`config.mk`:
```
export PLATFORM = sky130hd
export DESIGN_NAME = wb_mem_slave_p
export DESIGN_NICKNAME = d
export VERILOG_FILES = /design/src/rtl/wb_mem_slave_p.sv
export SDC_FILE = /design/constraint.sdc
export NUM_CORES = 1
export LEC_CHECK = 0
export CORE_MARGIN = 4
export CORE_UTILIZATION = 44
export CTS_BUF_LIST = sky130_fd_sc_hd__clkbuf_4 sky130_fd_sc_hd__clkbuf_8
export DETAILED_ROUTE_END_ITERATION = 8
export PLACE_DENSITY = 0.87
export SYNTH_ARGS = -nofsm -noshare
export SYNTH_HDL_FRONTEND = slang
export SYNTH_SLANG_ARGS = --single-unit
```
`constraint.sdc`:
```
create_clock -name clk -period 2.1 [get_ports clk]
set_input_delay 0.63 -clock clk [delete_from_list [all_inputs] [get_ports clk]]
set_output_delay 0.63 -clock clk [all_outputs]
set_load 0.005 [all_outputs]
```
`src/rtl/wb_mem_slave_p.sv`:
```
// Wishbone classic slave to SRAM-style memory, with byte selects and wait states.
// Optional WB_SLAVE_ERR_EN: out-of-range word addresses get wb_err_o instead of an access.
module wb_mem_slave_p #(
  parameter int DW          = 8,
  parameter int AW          = 12,
  parameter int WAIT_STATES = 2,
  parameter int MEM_WORDS   = 4096
) (
  input  logic            clk,
  input  logic            reset,
  input  logic [AW-1:0]   wb_adr_i,
  input  logic [DW-1:0]   wb_dat_i,
  output logic [DW-1:0]   wb_dat_o,
  input  logic [DW/8-1:0] wb_sel_i,
  input  logic            wb_we_i,
  input  logic            wb_stb_i,
  input  logic            wb_cyc_i,
  output logic            wb_ack_o,
  output logic            wb_err_o,
  output logic            mem_cs,
  output logic            mem_we,
  output logic            mem_oe,
  output logic [DW/8-1:0] mem_be,
  output logic [AW-1:0]   mem_dir,
  output logic [DW-1:0]   mem_indata,
  input  logic [DW-1:0]   mem_outdata
);

  localparam int SW = DW / 8;
  localparam int CW = (WAIT_STATES > 1) ? $clog2(WAIT_STATES) : 1;

  typedef enum logic [1:0] {
    S_IDLE,
    S_ACCESS,
    S_ACK,
    S_ERR
  } state_t;

  state_t          r_state;
  logic [CW-1:0]   r_cnt;
  logic            r_we;
  logic [DW-1:0]   r_dato;
  logic            r_ack;
  logic            r_cs;
  logic            r_mwe;
  logic            r_oe;
  logic [SW-1:0]   r_be;
  logic [AW-1:0]   r_dir;
  logic [DW-1:0]   r_ind;
  logic            w_req;

  assign w_req = wb_cyc_i & wb_stb_i;

`ifdef WB_SLAVE_ERR_EN
  localparam logic [AW:0] LIM = (AW+1)'(MEM_WORDS);
  logic r_err;
  assign wb_err_o = r_err;
`else
  assign wb_err_o = 1'b0;
`endif

  // The memory-side registers double as the latched request.
  always_ff @(posedge clk) begin
    if (!reset) begin
      r_state <= S_IDLE;
      r_cnt   <= '0;
      r_we    <= 1'b0;
      r_dato  <= '0;
      r_ack   <= 1'b0;
      r_cs    <= 1'b0;
      r_mwe   <= 1'b0;
      r_oe    <= 1'b0;
      r_be    <= '0;
      r_dir   <= '0;
      r_ind   <= '0;
`ifdef WB_SLAVE_ERR_EN
      r_err   <= 1'b0;
`endif
    end else begin
      r_ack <= 1'b0;
`ifdef WB_SLAVE_ERR_EN
      r_err <= 1'b0;
`endif
      unique case (r_state)
        S_IDLE: begin
          if (w_req) begin
`ifdef WB_SLAVE_ERR_EN
            if ({1'b0, wb_adr_i} >= LIM) begin
              r_err   <= 1'b1;
              r_state <= S_ERR;
            end else
`endif
            begin
              r_state <= S_ACCESS;
              r_cnt   <= CW'(WAIT_STATES - 1);
              r_cs    <= 1'b1;
              r_dir   <= wb_adr_i;
              r_ind   <= wb_dat_i;
              r_be    <= wb_sel_i;
              r_we    <= wb_we_i;
              r_oe    <= ~wb_we_i;
              r_mwe   <= (WAIT_STATES == 1) && wb_we_i && (|wb_sel_i);
            end
          end
        end
        S_ACCESS: begin
          if (!wb_cyc_i || r_cnt == '0) begin
            if (wb_cyc_i) begin
              r_state <= S_ACK;
              r_ack   <= 1'b1;
              if (!r_we) r_dato <= mem_outdata;
            end else begin
              r_state <= S_IDLE;
            end
            r_cs  <= 1'b0;
            r_mwe <= 1'b0;
            r_oe  <= 1'b0;
            r_be  <= '0;
            r_dir <= '0;
            r_ind <= '0;
          end else begin
            r_cnt <= r_cnt - 1'b1;
            r_mwe <= (r_cnt == CW'(1)) && r_we && (|r_be);
          end
        end
        S_ACK:   r_state <= S_IDLE;
        default: r_state <= S_IDLE;
      endcase
    end
  end

  assign wb_dat_o   = r_dato;
  assign wb_ack_o   = r_ack;
  assign mem_cs     = r_cs;
  assign mem_we     = r_mwe;
  assign mem_oe     = r_oe;
  assign mem_be     = r_be;
  assign mem_dir    = r_dir;
  assign mem_indata = r_ind;

endmodule

```
==> results.md, run 1 <==
* Filler cells at ~200
* CTS tree: done
* Crit path max-delay cell type: a311oi_2
* Avg Inst Size Synth at between 10 and 15 sq um
* Post-Place Worst Slack at -0.393 ns
* Row Count at 19
* Antenna Diode Count at 0
* Fin. Hold Viols at 0
* Hold Path Class: reg2reg
* Family with the most delay on the worst path: compound AO/OA/AOI/OAI gates
* Hold-fix buffers, CTS at 0
* CTS Root Cell: clkbuf_4
* First-pass GRT wire length at slightly below 6 mm
* Clock sink count at 37
* Estimated wirelength of the detail-placed design at between 2 and 3 mm
* CTS clk-pin slew, worst paths at 0.11 ns
* Max-slew violation count at 0
* Distinct cells, synth at 23
* Worst vdd ir at roughly 0.00041 V
* Vias at 1191
* Slew @ Worst Pin at ~0.83 ns
* DRT Pass-1 Iters at 4
* Min Tclk post-route at 2.04 ns
* Clk_skew at roughly 0.011 ns
* Area growth syn-to-layout at 56.8%
* Asr flop ratio synth at 0%
* Synth warnings at 0
* CTS Buf Count at 5
* Worst skew pair latency at approximately 0.34 ns
* DRT antenna net count at 0
* Vias in the first global route at 1228
* Routed WL at 3.57 mm
* DRC errors left at 0
* Die H at about 63 um
* I/O Buffers at 66
* Power per standard cell area at between 600 and 700 nW/um^2
* Initial DRC count at between 50 and 60
* Max Freq at 489 MHz
* Maximum number of pins on one net before global-route repair at 21
* Setup bufs post-CTS at 0
* Status: finished, final reports clean
* I/O Pins at a little under 70
* Starting Density at between 40% and 50%
* Post-cts resize count at 0
* H-tree Lvls at 2
* Post-Syn Nets at between 150 and 200
* Critical path, cell by cell: clkdlybuf4s50_1 > nand2_1 > a311oi_2 > a22o_2
* Startpoint types: input port
* Worst setup EP type: flop
* Die X-Extent at approximately 63 um
* Most used DFF post-synth: dfxtp_1
* Share of layout cells above drive strength 1 at between 20% and 30%
* Die footprint at about 4000 sq um
* CP Buf/Inv Count at 1
* FF+latch count, synth at 37
* Placer Congestion at around 0.84
* Part of the cycle the worst path needs at about 97%
* Final setup margin at ~0.057 ns
* Synth Instances at 119
* Crit-path max cell delay at just under 0.8 ns
* # Max-Cap Violations at 0
* Core box area at about 2900 sq um
* Via-per-instance ratio at approximately 5.3
* CP Max Fanout at 11
* CTS max path bufs at 2
* Fin nets at ~230
* Total GRT Usage at 19.1%
* Worst Path Arrival at roughly 2.3 ns
* Worst relative slew slack at 44.4%
* Gr ovfl total at 0
* Seq/Total Area, Yosys at a little over half
* Post-synthesis cell area at 1350 sq um
* Initial antenna violation count at 0
* CP Data Required Time at 2.40 ns
* Routed length per instance at ~16 um
* Post-synth EDFFs at 0
* LEAKAGE at between 0.0007 and 0.0008 uW
* Final setup violation count at 0
* Overall Power at between 1000 and 1500 uW
* Crit Path Category: in2reg
* RSZ-0062 raised after global routing: false
-- worst paths after layout --
path,end,from,cells after the start,slack [ns]
hold / removal,wb_dat_o[0],wb_dat_o[0],2,0.46
hold reg to reg,wb_dat_o[0],wb_dat_o[0],2,0.46
setup / recovery,mem_indata[5],wb_cyc_i,4,0.06
setup reg to reg,mem_indata[5],r_state[0],3,0.30
-- worst min-delay path: cells and delay by family, from the launching register on --
family | cells | cell delay (ns)
flops | 1 | 0.32
mux | 1 | 0.05
simple gates | 1 | 0.05
-- flip-flops by register name, indices dropped and copies added, names as in the netlist --
name        cells
r_we            1
mem_cs          1
wb_dat_o        8
mem_oe          1
mem_we          1
mem_dir        12
wb_ack_o        1
r_cnt           1
mem_be          1
mem_indata      8
r_state         2
-- area by class of cell --
class | instances | area [sq um] | area share, %
multi-input combinational | 70 | 552 | 26.1
clock buffer | 6 | 45.0 | 2.13
clock inverter | 2 | 10.0 | 0.473
tap | 31 | 38.8 | 1.83
timing repair buffer | 73 | 713 | 33.7
inverter | 4 | 15.0 | 0.710
sequential | 37 | 741 | 35.0
-- through the flow --
step / utilization (%) / instance area, sq um / TNS, ns / hold slack (ns) / std cells
after floorplan: - / 1350 / 0 / 0.451 / 119
after global placement: 71.7 / 2040 / -7.20 / 0.442 / 214
after detailed placement: 71.7 / 2040 / -8.32 / 0.458 / 214
after CTS: 74.1 / 2110 / 0 / 0.470 / 223
after global routing: 74.1 / 2110 / 0 / 0.497 / 223
final: 74.1 / 2110 / 0 / 0.463 / 223
-- cell families after synthesis --
family	Yosys count	synth area share, %
multiplexers	9	6.68
AND/OR/NAND/NOR	28	11.0
other	1	0.278
buffers and inverters	13	5.29
AO/OA/AOI/OAI	31	21.8
flip-flops	37	54.9
-- metal layers --
| metal | vias up | global-route usage (%) | part of all wire (%) |
|---|---|---|---|
| met5 | - | 0 | 0 |
| met3 | 4 | 8.88 | 8.0 |
| met4 | 0 | 5.66 | 0.73 |
| met1 | 566 | 21.1 | 41 |
| li1 | 574 | - | - |
| met2 | 47 | 32.7 | 51 |
-- power breakdown --
| part | internal [uW] | switching, uW | leakage (uW) | total (uW) |
|---|---|---|---|---|
| Clock | 140 | 225 | 0.0000354 | 365 |
| Sequential | 730 | 21.6 | 0.000301 | 752 |
| Combinational | 135 | 69.4 | 0.000462 | 205 |
| Total | 1010 | 316 | 0.000798 | 1320 |
-- cell usage in the layout, fill, tap and decap left out, drive strengths merged, types with 2 or more instances in the layout --
master and instances:
dfxtp 37, nor4 3, a311oi 2, buf 7, a21oi 4, mux2i 9, nand2 19, clkinv 2
inv 4, nor2 2, a22o 22, clkbuf 6, clkdlybuf4s50 66
-- synth_stat cells, drive strengths merged, types with 2 or more instances --
| master | count | area (sq um) |
|---|---|---|
| a21oi | 4 | 20.0 |
| a22o | 22 | 220 |
| buf | 6 | 45.0 |
| clkbuf | 3 | 11.3 |
| dfxtp | 37 | 741 |
| inv | 4 | 15.0 |
| mux2i | 9 | 90.1 |
| nand2 | 19 | 71.3 |
| nor2 | 2 | 7.51 |
| nor4 | 3 | 33.8 |
Note: power is estimated with default switching activity, not from simulation.
==> inputs of run 2 (changes only) <==
- SLEW_MARGIN: default -> 20
==> results of run 2 <==
Final layout, timing and power as in run 1 (identical DEF).
